$ cat src/rtl/prog_host_seq.sv
// prog_host_seq: host-side run sequencer for the processor core.
// Preloads operands into data memory, pulses req, waits for done (with a
// timeout), then streams result bytes back out of data memory.
// Optional result checksum: define HOST_XSUM_EN to build the xsum accumulator;
// without it xsum is tied to zero.
//
// state  | meaning
// -------+-----------------------------------------------------
// IDLE   | waiting for start
// LOAD   | accepting preload beats and writing data memory
// REQ    | holding req high for REQ_CYC cycles
// WAIT   | waiting for done or the timeout
// READ   | streaming result bytes out of data memory
// FIN    | one-cycle completion pulse
module prog_host_seq #(
  parameter int AW        = 8,
  parameter int DW        = 8,
  parameter int LOAD_BASE = 0,
  parameter int LOAD_LEN  = 64,
  parameter int RES_BASE  = 64,
  parameter int RES_LEN   = 32,
  parameter int REQ_CYC   = 2,
  parameter int TIMEOUT   = 4096
) (
  input  logic          clk,
  input  logic          reset,
  input  logic          start,
  input  logic          ld_valid,
  input  logic [DW-1:0] ld_data,
  output logic          ld_ready,
  output logic          mem_wr_en,
  output logic [AW-1:0] mem_addr,
  output logic [DW-1:0] mem_wdat,
  input  logic [DW-1:0] mem_rdat,
  output logic          req,
  input  logic          done,
  output logic          res_valid,
  output logic [DW-1:0] res_data,
  input  logic          res_ready,
  output logic          busy,
  output logic          fin,
  output logic          timeout_err,
  output logic [15:0]   run_cycles,
  output logic [DW-1:0] xsum
);

  typedef enum logic [2:0] {
    S_IDLE,
    S_LOAD,
    S_REQ,
    S_WAIT,
    S_READ,
    S_FIN
  } state_t;

  localparam logic [15:0]   LD_LAST  = 16'(LOAD_LEN - 1);
  localparam logic [15:0]   RES_LAST = 16'(RES_LEN - 1);
  localparam logic [15:0]   REQ_LAST = 16'(REQ_CYC - 1);
  localparam logic [15:0]   TO_LAST  = 16'(TIMEOUT - 1);
  localparam logic [AW-1:0] LD_BASE_A  = AW'(LOAD_BASE);
  localparam logic [AW-1:0] RES_BASE_A = AW'(RES_BASE);

  state_t      state;
  logic [15:0] idx;
  logic [15:0] cnt;

  // Sequencer: state, beat index, phase counter and run status registers.
  always_ff @(posedge clk or posedge reset) begin
    if (reset) begin
      state       <= S_IDLE;
      idx         <= '0;
      cnt         <= '0;
      timeout_err <= 1'b0;
      run_cycles  <= '0;
`ifdef HOST_XSUM_EN
      xsum        <= '0;
`endif
    end else begin
      case (state)
        S_IDLE: begin
          if (start) begin
            idx         <= '0;
            cnt         <= '0;
            timeout_err <= 1'b0;
            run_cycles  <= '0;
`ifdef HOST_XSUM_EN
            xsum        <= '0;
`endif
            state       <= (LOAD_LEN == 0) ? S_REQ : S_LOAD;
          end
        end
        S_LOAD: begin
          // ld_ready is high for the whole state, so a beat is just ld_valid.
          if (ld_valid) begin
            if (idx == LD_LAST) begin
              idx   <= '0;
              cnt   <= '0;
              state <= S_REQ;
            end else begin
              idx <= idx + 16'd1;
            end
          end
        end
        S_REQ: begin
          if (cnt == REQ_LAST) begin
            cnt   <= '0;
            state <= S_WAIT;
          end else begin
            cnt <= cnt + 16'd1;
          end
        end
        S_WAIT: begin
          if (run_cycles != 16'hFFFF) run_cycles <= run_cycles + 16'd1;
          // done is checked first so a done landing on the last timeout
          // cycle still counts as a good run.
          if (done) begin
            idx   <= '0;
            state <= (RES_LEN == 0) ? S_FIN : S_READ;
          end else if (cnt == TO_LAST) begin
            timeout_err <= 1'b1;
            state       <= S_FIN;
          end else begin
            cnt <= cnt + 16'd1;
          end
        end
        S_READ: begin
          if (res_ready) begin
`ifdef HOST_XSUM_EN
            xsum <= xsum ^ mem_rdat;
`endif
            if (idx == RES_LAST) begin
              state <= S_FIN;
            end else begin
              idx <= idx + 16'd1;
            end
          end
        end
        S_FIN: begin
          state <= S_IDLE;
        end
        default: begin
          state <= S_IDLE;
        end
      endcase
    end
  end

`ifndef HOST_XSUM_EN
  assign xsum = '0;
`endif

  // Memory port and handshake outputs decoded from the registered state.
  always_comb begin
    ld_ready  = 1'b0;
    mem_wr_en = 1'b0;
    mem_addr  = '0;
    mem_wdat  = '0;
    req       = 1'b0;
    res_valid = 1'b0;
    res_data  = '0;
    busy      = (state != S_IDLE);
    fin       = (state == S_FIN);
    case (state)
      S_LOAD: begin
        ld_ready  = 1'b1;
        mem_wr_en = ld_valid;
        mem_addr  = LD_BASE_A + AW'(idx);
        mem_wdat  = ld_data;
      end
      S_REQ: begin
        req = 1'b1;
      end
      S_READ: begin
        mem_addr  = RES_BASE_A + AW'(idx);
        res_valid = 1'b1;
        res_data  = mem_rdat;
      end
      default: begin
      end
    endcase
  end

endmodule

$ cat config.mk
export PLATFORM = sky130hd
export DESIGN_NAME = prog_host_seq
export DESIGN_NICKNAME = d
export VERILOG_FILES = /design/src/rtl/prog_host_seq.sv
export SDC_FILE = /design/constraint.sdc
export NUM_CORES = 1
export LEC_CHECK = 0
export CORE_AREA = 4 4 86 88
export CTS_BUF_LIST = sky130_fd_sc_hd__clkbuf_4
export DETAILED_ROUTE_END_ITERATION = 8
export DIE_AREA = 0 0 90 92
export HOLD_SLACK_MARGIN = 0.02
export PLACE_DENSITY_LB_ADDON = 0.25
export SYNTH_ARGS = -nofsm -noshare
export SYNTH_HDL_FRONTEND = slang
export SYNTH_SLANG_ARGS = --single-unit
$ cat constraint.sdc
create_clock -name clk -period 5.3 [get_ports clk]
set_input_delay 1.06 -clock clk [delete_from_list [all_inputs] [get_ports clk]]
set_output_delay 1.06 -clock clk [all_outputs]
set_load 0.01 [all_outputs]
### Word level (Yosys, flattened, before mapping)

Index checks and enable logic that the tools add are counted.

* register bits after elaboration: 52
* word-level logic and storage cells: 77

* add/sub/neg operators: 4
* equality and inequality tests: 23
* mux-type cells: 35
* reductions and logical operators: 10

Operators by type and width (count)
* 16-bit 2-to-1 mux: 12
* 16-bit case mux with 4 select lines: 2
* 16-bit by 1-bit adder with 16-bit output, second input constant: 3
* 16-bit case mux with 2 select lines: 1
* 3-bit 2-to-1 mux: 8
* 2-bit inequality test, second input constant: 12
* 16-bit by 1-bit equality test with 1-bit output, second input constant: 1
* 16-bit by 12-bit equality test with 1-bit output, second input constant: 1
* 16-bit by 5-bit equality test with 1-bit output, second input constant: 1
* 16-bit by 6-bit equality test with 1-bit output, second input constant: 1
* 8-bit 2-to-1 mux: 2
* 16-bit inequality test, second input constant: 1
* 8-bit case mux with 2 select lines: 1
* 3-bit case mux with 5 select lines: 1
* 6-bit AND reduction: 2
* 7-bit by 8-bit adder with 8-bit output, first input constant: 1
* 4-bit nonzero test: 2
* 1-bit 2-to-1 mux: 7
* 7-bit AND reduction: 1
* 3-bit by 2-bit equality test with 1-bit output, second input constant: 2
* 3-bit equality test, second input constant: 2
* 4-bit AND reduction: 1
* 3-bit by 1-bit equality test with 1-bit output, second input constant: 1
* 3-bit logical NOT: 1
* 5 further kinds: 5

### Logic depth before layout (Yosys ltp)

* depth in word-level cells: 4
* gate-level depth with buffers: 8

### Least setup slack after synthesis

No wires, ideal clock.

* kind: input to register
* from: input port start
* to: register idx[10]
* setup time: 0.065 ns
* data arrival time: 2.467 ns
* data required time: 5.235 ns
* setup slack: 2.768 ns
* stages: 6
* cell sequence: or3b_1 -> a21boi_0 -> o2bb2ai_1 -> nor2b_1 -> buf_2 -> a22o_1

* longest elaborated chain between the ends: 2

Ends and longest elaborated chain
* from (decl): RTL line 27 `input logic start,`
* 2-bit inequality test (no source line)
* 6-bit AND reduction (no source line)
* to (signal assigned): RTL line 100 `idx <= idx + 16'd1;`
* to (signal assigned): RTL line 134 `idx <= idx + 16'd1;`
* to (decl): RTL line 64 `logic [15:0] idx;`

No other way between the ends.
A chain may end at the register's enable or synchronous reset.

### Final worst setup path

* from: register state[0]
* to: output port mem_addr[0]

* longest elaborated chain between the ends: 2

Ends and longest elaborated chain
* from (decl): RTL line 63 `state_t state;`
* from (signal assigned): RTL line 89 `state <= (LOAD_LEN == 0) ? S_REQ : S_LOAD;`
* from (signal assigned): RTL line 118 `state <= (RES_LEN == 0) ? S_FIN : S_READ;`
* 3-bit equality test or 3-bit by 1-bit equality test with 1-bit output (tied branches): RTL line 163 `case (state)`
* 8-bit case mux with 2 select lines (*): RTL line 163
* to (decl): RTL line 32 `output logic [AW-1:0] mem_addr,`

Mark *: on every way between the ends. The rest lies on a longest branch, timed or not.

==> results.md <==
* Status: finished, final reports clean
* Vias in the first global route at around 3000
* CP max FO at 22
* Hold Crit Class: flop to flop
* Worst-case vdd ir drop at 0.000264 V
* Worst-margin pin slew at approximately 0.90 ns
* Clock skew at about 0.016 ns
* Detailed-placement wirelength estimate at roughly 6.5 mm
* Reg2reg setup slack at around 2.4 ns
* Complex-gate fraction of the synthesized area at 0.225
* Share of cells above drive strength 1 at 0.0658
* DR pass1 iterations at 4
* Mux cell area share after synthesis at 0.0154
* Post-Route WL at between 9 and 10 mm
* Most area-hungry cell type in the Yosys netlist: dfrtp_1
* WP data arrival at a little under 3 ns
* Post-synthesis xor/xnor area fraction at 0.00244
* Mapped Cells at a little over 400
* Post-route DRC at 0
* Inserted Clock Buffers at 5
* Via-to-Cell Ratio at approximately 6
* Vias after detailed routing at roughly 3400
* Worst path top cell family by delay: simple AND/OR/NAND/NOR gates
* Largest family of logic cells by synthesized area: simple AND/OR/NAND/NOR gates
* Final Net Count at 498
* Row count at 30
* Ports at a little under 80
* H-tree Lvls at 2
* Routability-driven placement congestion ratio at about 0.85
* Post-CTS Resized at 0
* Max Cap Violations at 0
* RSZ-0062 raised after global routing: false
* Die width at around 90 µm
* CP Cell Sequence: nor3b_2, nand2b_1, and2_1, clkdlybuf4s50_1
* CP max stage delay at around 0.79 ns
* Max clock buf depth at 2
* Diode count at 0
* CTS clk-pin slew, worst paths at 0.15 ns
* Setup crit end kind: output pin
* CTS Hold Bufs at 0
* Number of synthesized flops with an enable pin at 0
* Core Area at about 6600 µm²
* FF+latch count, synth at between 50 and 60
* Global-route usage over all layers at 0.216
* First-pass GRT wire length at about 15 mm
* Largest net degree at the start of global routing at 53
* Tmin final at approximately 3.9 ns
* Pwr Density at 372 nW/µm²
* Area Growth Syn to Fin at 20.7%
* Initial core utilization at 0.539
* Top-count cell post-synth: dfrtp_1
* Final core utilization at 0.651
* Mapped cell area at about 3600 µm²
* Hold wc startpoint: idx[0]
* CP bufs+invs at 1
* Gr ovfl total at 0
* Initial antenna violation count at 0
* Iter 0 DRT Violations at 207
* CTS root buf: clkbuf_4
* Top cells by count, synth: 52 x dfrtp_1, 30 x o21ai_0, 25 x and2_1, 24 x nand2_1, 21 x nor2_1
* GR Util met3 at 0.0271
* Hold Path Sink: idx[0]
* Main synth FF type: dfrtp_1
* Busiest metal layer after global routing: met2
* Die Footprint at 8280 µm²
* Req. time, crit path at between 4 and 5 ns
* Fin crit share at 0.744
* Antenna Nets Post-Route at 0
* Port buffer count at 68
* Die Span Y at about 92 µm
* Routing usage on met1 at 0.295
* Hold path depth at 1
* Distinct cells, synth at 60
* # Post-CTS Setup Buffers at 0
* Max-slew violations at 0
* Yosys warning count at 0
* Ranking of synthesized cells by area: dfrtp_1 36%, and2_1 4.4%, o21ai_0 4.2%
* Synthesized-area fraction occupied by adder cells at 0.0210
* Crit path launch type: flop
* FMAX at around 0.25 GHz
* Total power at between 1.5 and 2 mW
* FF-to-FF Start: state[0]
* Area share of the largest cell type after synthesis at 0.363
* Crit path kind: flop to output pin
* Max transition margin at 0.397
* R2R Path End: idx[11]
* Reg2Reg Depth at 6
* Final Hold Viols at 0
* Clock sinks at between 50 and 60
* WL per Instance at between 15 and 20 µm
* Syn Area/Cell at between 8 and 9 µm²
* CP max-delay cell: dfrtp_1
* Pleak at approximately 1.8 nW
* Fin Setup TNS at 0 ns
* Asr flop ratio synth at 1.00
* CTS tree: done
* Grt met2 use at 0.367
* Seq/Total Area, Yosys at 0.363
* Worst-skew pair later-pin latency at 0.38 ns
* Final setup violation count at 0
* Simple-Gate Fraction of Synth Area at 0.309
==> worst max-delay path by stage <==
| stage | from | to | cells after the start |
|---|---|---|---|
| after global routing | state[0] | mem_addr[5] | 4 |
| after detailed placement | start | idx[11] | 7 |
| after floorplan | start | idx[10] | 6 |
| after global placement | start | idx[11] | 7 |
| final | state[0] | mem_addr[0] | 4 |
| after CTS | state[0] | mem_addr[5] | 4 |
==> area by class of cell <==
class | instances | area [µm²]
Fill cell | 569 | 2320
Timing Repair Buffer | 71 | 703
Sequential cell | 52 | 1300
Clock buffer | 5 | 37.5
Clock inverter | 3 | 42.5
Tap cell | 80 | 100
Multi-Input combinational cell | 325 | 2080
Inverter | 15 | 56.3
==> cells by family after synthesis <==
logic type	count (synthesis)
mux	5
simple gates	187
other cells	1
compound gates	118
fa+ha+maj	6
flops	52
xor+xnor	1
buf+inv	44
==> layer usage <==
layer | wire, µm | share of wire
met5 | 0 | 0
met4 | 90 | 0.0098
met3 | 399 | 0.044
met2 | 4550 | 0.50
met1 | 4100 | 0.45
==> registers in the layout, indices dropped and copies added, names as in the netlist <==
name,count
run_cycles,16
state,3
cnt,16
idx,16
timeout_err,1
==> metrics by stage <==
| stage | hold slack (ns) | worst slack (ns) | instance area (µm²) | cells |
|---|---|---|---|---|
| after global routing | 0.575 | 1.11 | 4320 | 551 |
| after global placement | 0.516 | 1.74 | 4240 | 543 |
| after detailed placement | 0.538 | 1.71 | 4240 | 543 |
| after CTS | 0.563 | 1.35 | 4320 | 551 |
| final | 0.550 | 1.35 | 4320 | 551 |
| after floorplan | 0.496 | 2.77 | 3610 | 421 |
==> layout by cell type (no fill, tap or decap), types with 13 or more instances in the layout <==
cell type and instances:
nand2_1 24, nor2_1 21, dfrtp_1 52, and3_1 19, inv_1 14, and2_1 25
a21oi_1 16, a22o_1 13, nand4_1 15, clkdlybuf4s50_1 68, nand3_1 16, o21ai_0 30
==> where the power goes <==
group | internal [mW] | switching (mW)
sequential | 0.448 | 0.111
combinational | 0.348 | 0.466
clock | 0.0989 | 0.134
Note: power is estimated with default switching activity, not from simulation.
